[src/rtl/demux_rr_scheduler_if.sv]
// Handshake bundle between producer, scheduler and the N consumers.
// The scheduler binds the slave modport; the environment binds master.
interface demux_rr_scheduler_if #(
  parameter int N  = 4,
  parameter int DW = 8
);
  localparam int SW = $clog2(N);

  logic          in_valid;
  logic [DW-1:0] in_data;
  logic          in_ready;
  logic [N-1:0]  chan_en;
  logic [N-1:0]  out_valid;
  logic [DW-1:0] out_data;
  logic [N-1:0]  out_ready;
  logic [SW-1:0] sel;
  logic          busy;

  modport master (
    output in_valid, in_data, chan_en, out_ready,
    input  in_ready, out_valid, out_data, sel, busy
  );

  modport slave (
    input  in_valid, in_data, chan_en, out_ready,
    output in_ready, out_valid, out_data, sel, busy
  );
endinterface

[src/rtl/demux_rr_scheduler.sv]
// Round-robin scheduler steering one valid/ready stream to N channels.
// DEMUX_RR_SCHEDULER_TIMEOUT_EN adds stall-timeout redirect + timeout_evt.
module demux_rr_scheduler #(
  parameter int N       = 4,
  parameter int DW      = 8,
  parameter int TIMEOUT = 15
) (
  input  logic clk,
  input  logic rst,
`ifdef DEMUX_RR_SCHEDULER_TIMEOUT_EN
  output logic timeout_evt,
`endif
  demux_rr_scheduler_if.slave bus
);

  localparam int SW = $clog2(N);

  if (N < 2 || N > 8 || TIMEOUT < 1 || TIMEOUT > 255) begin : g_bad_param
    $error("demux_rr_scheduler: parameter out of range");
  end

  typedef enum logic {IDLE, SEND} state_t;

  state_t        r_state, w_state;
  logic [DW-1:0] r_data, w_data;
  logic [SW-1:0] r_sel, w_sel;
  logic [SW-1:0] r_ptr, w_ptr;
  logic [SW-1:0] w_sel_inc;
  logic [SW-1:0] w_pk_ptr, w_pk_nxt;
  logic          w_pk_ptr_ok, w_pk_nxt_ok;
  logic          w_hs, w_rdy;
  logic [N-1:0]  w_ov;

`ifdef DEMUX_RR_SCHEDULER_TIMEOUT_EN
  logic [7:0] r_stall, w_stall;
  logic       r_evt, w_evt;
`endif

  // First enabled channel at or cyclically after start; MSB = found.
  function automatic logic [SW:0] pick(
    input logic [SW-1:0] start,
    input logic [N-1:0]  en
  );
    logic [SW:0]   res;
    logic [SW-1:0] idx;
    res = '0;
    for (int k = N - 1; k >= 0; k--) begin
      idx = SW'((int'(start) + k) % N);
      if (en[idx]) res = {1'b1, idx};
    end
    return res;
  endfunction

  assign w_sel_inc = (int'(r_sel) == N - 1) ? '0 : r_sel + SW'(1);

  assign {w_pk_ptr_ok, w_pk_ptr} = pick(r_ptr, bus.chan_en);
  assign {w_pk_nxt_ok, w_pk_nxt} = pick(w_sel_inc, bus.chan_en);

  assign w_hs = bus.out_ready[r_sel];

  always_comb begin
    w_state = r_state;
    w_data  = r_data;
    w_sel   = r_sel;
    w_ptr   = r_ptr;
    w_rdy   = 1'b0;
`ifdef DEMUX_RR_SCHEDULER_TIMEOUT_EN
    w_stall = r_stall;
    w_evt   = 1'b0;
`endif
    unique case (r_state)
      IDLE: begin
        w_rdy = w_pk_ptr_ok;
        if (bus.in_valid && w_rdy) begin
          w_state = SEND;
          w_data  = bus.in_data;
          w_sel   = w_pk_ptr;
`ifdef DEMUX_RR_SCHEDULER_TIMEOUT_EN
          w_stall = '0;
`endif
        end
      end
      SEND: begin
        w_rdy = w_hs && w_pk_nxt_ok;
        if (w_hs) begin
          w_ptr = w_sel_inc;
          if (bus.in_valid && w_rdy) begin
            w_data = bus.in_data;
            w_sel  = w_pk_nxt;
          end else begin
            w_state = IDLE;
          end
`ifdef DEMUX_RR_SCHEDULER_TIMEOUT_EN
          w_stall = '0;
`endif
        end
`ifdef DEMUX_RR_SCHEDULER_TIMEOUT_EN
        else begin
          // Saturate at TIMEOUT so a late-enabled channel redirects at once.
          if (r_stall < 8'(TIMEOUT)) w_stall = r_stall + 8'd1;
          if ((w_stall >= 8'(TIMEOUT) || !bus.chan_en[r_sel]) &&
              w_pk_nxt_ok && w_pk_nxt != r_sel) begin
            w_sel   = w_pk_nxt;
            w_stall = '0;
            w_evt   = 1'b1;
          end
        end
`endif
      end
      default: w_state = IDLE;
    endcase
  end

  always_ff @(posedge clk) begin
    if (rst) begin
      r_state <= IDLE;
      r_data  <= '0;
      r_sel   <= '0;
      r_ptr   <= '0;
    end else begin
      r_state <= w_state;
      r_data  <= w_data;
      r_sel   <= w_sel;
      r_ptr   <= w_ptr;
    end
  end

`ifdef DEMUX_RR_SCHEDULER_TIMEOUT_EN
  always_ff @(posedge clk) begin
    if (rst) begin
      r_stall <= '0;
      r_evt   <= 1'b0;
    end else begin
      r_stall <= w_stall;
      r_evt   <= w_evt;
    end
  end

  assign timeout_evt = r_evt;
`endif

  always_comb begin
    w_ov = '0;
    if (r_state == SEND) w_ov[r_sel] = 1'b1;
  end

  assign bus.in_ready  = w_rdy && !rst;
  assign bus.out_valid = w_ov;
  assign bus.out_data  = r_data;
  assign bus.sel       = r_sel;
  assign bus.busy      = (r_state == SEND);

endmodule
[src/flat_wrapper.sv]
// flat-port wrapper written by rule: the top's interface ports become plain ports
module demux_rr_scheduler_flat 
#(
  parameter int N       = 4,
  parameter int DW      = 8,
  parameter int TIMEOUT = 15
)
  (clk, rst, bus_in_valid, bus_in_data, bus_chan_en, bus_out_ready, bus_in_ready, bus_out_valid, bus_out_data, bus_sel, bus_busy);
  demux_rr_scheduler_if #(.N(N), .DW(DW)) bus_i ();
  input  logic clk;
  input  logic rst;
  input wire logic [$bits(bus_i.in_valid)-1:0] bus_in_valid;
  input wire logic [$bits(bus_i.in_data)-1:0] bus_in_data;
  input wire logic [$bits(bus_i.chan_en)-1:0] bus_chan_en;
  input wire logic [$bits(bus_i.out_ready)-1:0] bus_out_ready;
  output wire logic [$bits(bus_i.in_ready)-1:0] bus_in_ready;
  output wire logic [$bits(bus_i.out_valid)-1:0] bus_out_valid;
  output wire logic [$bits(bus_i.out_data)-1:0] bus_out_data;
  output wire logic [$bits(bus_i.sel)-1:0] bus_sel;
  output wire logic [$bits(bus_i.busy)-1:0] bus_busy;
  assign bus_i.in_valid = bus_in_valid;
  assign bus_i.in_data = bus_in_data;
  assign bus_i.chan_en = bus_chan_en;
  assign bus_i.out_ready = bus_out_ready;
  assign bus_in_ready = bus_i.in_ready;
  assign bus_out_valid = bus_i.out_valid;
  assign bus_out_data = bus_i.out_data;
  assign bus_sel = bus_i.sel;
  assign bus_busy = bus_i.busy;
  demux_rr_scheduler #(.N(N), .DW(DW), .TIMEOUT(TIMEOUT)) u_core (.clk(clk), .rst(rst), .bus(bus_i));
endmodule
[config.mk]
export PLATFORM = sky130hd
export DESIGN_NAME = demux_rr_scheduler_flat
export DESIGN_NICKNAME = d
export VERILOG_FILES = /design/src/rtl/demux_rr_scheduler_if.sv /design/src/rtl/demux_rr_scheduler.sv /design/src/flat_wrapper.sv
export SDC_FILE = /design/constraint.sdc
export NUM_CORES = 1
export LEC_CHECK = 0
export CAP_MARGIN = 20
export CORE_AREA = 4 4 50 52
export DETAILED_ROUTE_END_ITERATION = 7
export DIE_AREA = 0 0 54 56
export HOLD_SLACK_MARGIN = 0.15
export PLACE_DENSITY = 0.73
export SYNTH_ARGS = -nofsm -noshare
export SYNTH_HDL_FRONTEND = slang
export SYNTH_SLANG_ARGS = --single-unit
[constraint.sdc]
create_clock -name clk -period 2 [get_ports clk]
set_input_delay 0.3 -clock clk [delete_from_list [all_inputs] [get_ports clk]]
set_output_delay 0.3 -clock clk [all_outputs]
set_load 0.02 [all_outputs]
==> impl_metrics.env <==
export IMPL_ys_flop_type="dfxtp_1"
export IMPL_wl_per_cell_um=13.3
export IMPL_path_max_fanout=3
export IMPL_end_kind="output port"
export IMPL_vias=848
export IMPL_ant_nets=0
export IMPL_met2_length_um=1100
export IMPL_hold_path_end="u_core.bus.out_data[7]$_SDFFE_PP0P_"
export IMPL_seq_area_um2=260
export IMPL_tritoncts="built"
export IMPL_r2r_end="u_core.bus.sel[0]$_SDFFE_PP0P_"
export IMPL_vias_per_cell=5.02
export IMPL_start_util_pct=39.4
export IMPL_portBuffers=34
export IMPL_fmax_ghz=0.532
export IMPL_cts_buffers_inserted=3
export IMPL_p_leak_uw=0.000541
export IMPL_finalNetCount=165
export IMPL_seqPwrFrac_pct=40.2
export IMPL_core_area_um2=2110
export IMPL_die_height_um=56
export IMPL_die_w_um=54
export IMPL_slew_headroom_pct=78.4
export IMPL_hold_path_class="reg2reg"
export IMPL_finalCriticalPeriod_ns=1.88
export IMPL_synth_edf_count=0
export IMPL_placed_cells=165
export IMPL_route_met3_wl_um=130
export IMPL_root_buffer="clkbuf_4"
export IMPL_cts_sinks=13
export IMPL_wl_met1_um=1010
export IMPL_p_switching_uw=236
export IMPL_whs_ns=0.497
export IMPL_die_area_um2=3020
export IMPL_place_gp_congestion=0.800
export IMPL_rsz0062_at_grt="false"
export IMPL_multi_input_area_um2=513
export IMPL_power_frac_comb_pct=37.1
export IMPL_path_clk_slew_ns=0.08
export IMPL_antenna_cells=0
export IMPL_crit_required_ns=1.70
export IMPL_layoutNonFillerInstCount=169
export IMPL_cts_buffer_depth=2
export IMPL_area_growth_pct=52.8
export IMPL_worst_pin_slew_ns=0.323
export IMPL_start_kind="input pin"
export IMPL_dp_hpwl_um=1680
export IMPL_drive_above_1_share_pct=13.5
export IMPL_grt_max_degree=15
export IMPL_wl_um=2240
export IMPL_rr_startpoint="u_core.bus.sel[0]$_SDFFE_PP0P_"
export IMPL_yosysSeqAreaShare_pct=31.4
export IMPL_grt_usage_pct=15.7
export IMPL_synth_fp_nets=123
export IMPL_synthArstFlopShare_pct=0
export IMPL_switching_share_pct=32.6
export IMPL_critPathArrivalTime_ns=1.58
export IMPL_pwr_share_clk_pct=22.8
export IMPL_top_layer_used="met3"
export IMPL_synth_seq_cells=13
export IMPL_synth_area_per_cell_um2=8.30
export IMPL_netlist_area_um2=830
export IMPL_netlist_instances=100
export IMPL_placed_cell_area_um2=1240
export IMPL_maxCapViolCount=0
export IMPL_ir_drop_mv=0.474
export IMPL_status="finished, final reports clean"
export IMPL_grt_pass1_wl_um=3680
export IMPL_grt_pass1_vias=842
export IMPL_synthDistinctLibCells=31
export IMPL_cts_max_level=1
export IMPL_finClkSkew_ns=0.00515
export IMPL_drc_errors=0
export IMPL_drtIter0Drc=23
export IMPL_synth_warnings=0
export IMPL_slew_viol_final=0
export IMPL_post_cts_buffers=0
export IMPL_setup_tns_final_ns=0
export IMPL_r2r_slack_ns=0.20
export IMPL_crit_type="in2out"
export IMPL_hold_violations=0
export IMPL_overflow=0
export IMPL_total_power_uw=725
export IMPL_fill_cells=187
export IMPL_dr_pass1_iters=4
export IMPL_post_route_period_util_pct=94.0
export IMPL_internal_power_uw=489
export IMPL_core_rowCount=17
export IMPL_whs_path_depth=2
export IMPL_powerDensity_nw_per_um2=572
export IMPL_timing_hold_worst_start="u_core.bus.out_data[7]$_SDFFE_PP0P_"
export IMPL_cts_hold_buf=0
export IMPL_io_pins=35
export IMPL_final_cell_area_um2=1270
export IMPL_finalSetupViolations=0
export IMPL_r2r_cells=7
export IMPL_antenna_found_initial=0
export IMPL_clk_latency_ns=0.28
[power by group through the flow]
stage | sequential (uW) | combinational (uW) | clock, uW
6_report | 292 | 269 | 165
3_3_place_gp | 297 | 264 | 0
3_5_place_dp | 297 | 270 | 0
5_1_grt | 294 | 292 | 181
2_1_floorplan | 320 | 125 | 0
4_1_cts | 291 | 269 | 169
[flip-flops by register name, indices dropped and copies added (netlist names)]
signal	count
u_core.bus.sel	2
u_core.bus.out_data	8
u_core.bus.busy	1
u_core.r_ptr	2
[how the worst max path moves through the flow]
stage | slack [ns] | startpoint | cells past startpoint | endpoint
CTS | -0.02 | bus_out_ready[3] | 5 | bus_in_ready
global placement | -0.28 | bus_out_ready[3] | 5 | bus_in_ready
detailed placement | -0.31 | bus_out_ready[3] | 5 | bus_in_ready
floorplan | 0.21 | u_core.bus.sel[0]$_SDFFE_PP0P_ | 5 | u_core.bus.out_data[0]$_SDFFE_PP0P_
global route | 0.07 | bus_out_ready[3] | 5 | bus_in_ready
finish | 0.12 | bus_out_ready[2] | 5 | bus_in_ready
[critical path: stages]
cell,delay (ns)
clkdlybuf4s50_1,0.41
mux4_2,0.51
nor2_4,0.13
nor3_1,0.06
clkbuf_2,0.16
[layer usage]
layer,vias up,track usage (%)
met5,-,0
met4,0,6.41
met3,0,3.75
met2,22,24.6
met1,398,20.2
li1,428,-
[through the flow]
step,setup slack [ns],util (%)
floorplan,0.214,-
global placement,-0.280,58.8
detailed placement,-0.315,58.8
CTS,-0.0158,60.1
global route,0.0666,60.2
finish,0.119,60.2
[layout make-up]
| cell class | instances | area share (%) |
|---|---|---|
| well taps | 28 | 2.76 |
| repair buffers | 44 | 32.3 |
| multi-input cells | 74 | 40.5 |
| flip-flops and latches | 13 | 20.5 |
| clock buffers | 3 | 1.78 |
| clock inverters | 1 | 0.395 |
| inverters | 6 | 1.78 |
[repair_timing]
action,CTS,global route
hold endpoints to repair,0,0
endpoints found under the setup margin,4,2
gates resized for setup,6,4
[kinds of logic (layout without fill, tap and decap cells)]
kind of cell,count (synthesis),in the layout,share of synthesized area (%)
flip-flops,13,13,31.4
AO/OA/AOI/OAI,20,20,16.6
adder cells (fa/ha/maj),5,5,7.24
multiplexers,11,11,14.8
AND/OR/NAND/NOR,38,38,22.3
buffers and inverters,13,54,7.69
[synth_stat cells (all sizes together) (2+ instances only)]
| library cell | instances | area share [%] |
|---|---|---|
| nor2 | 15 | 6.8 |
| clkbuf | 2 | 0.91 |
| nand2 | 5 | 2.3 |
| nand2b | 4 | 3.0 |
| mux2i | 10 | 12 |
| dfxtp | 13 | 31 |
| inv | 6 | 2.7 |
| o211ai | 3 | 2.7 |
| ha | 4 | 6.0 |
| a21oi | 5 | 3.0 |
| and2 | 4 | 3.0 |
| nand3b | 3 | 2.7 |
| nand3 | 4 | 2.4 |
| buf | 5 | 4.1 |
| o21ai | 4 | 2.9 |
[cell usage in the layout (no fill, tap or decap), types with 3 or more instances in the layout]
| cell type | synthesis | routed |
|---|---|---|
| dfxtp_1 | 13 | 13 |
| buf_4 | 1 | 10 |
| a21oi_1 | 5 | 5 |
| ha_1 | 4 | 4 |
| nand2b_1 | 4 | 4 |
| clkbuf_4 | 0 | 3 |
| nor2_1 | 15 | 14 |
| nand2_1 | 5 | 5 |
| o21ai_0 | 3 | 3 |
| nand3_1 | 4 | 4 |
| nand3b_1 | 3 | 3 |
| dlygate4sd2_1 | 0 | 3 |
| clkdlybuf4s50_1 | 0 | 29 |
| and2_1 | 4 | 4 |
| mux2i_1 | 10 | 10 |
| o211ai_1 | 3 | 3 |
| inv_1 | 6 | 6 |
(Power assumes the default switching activity.)
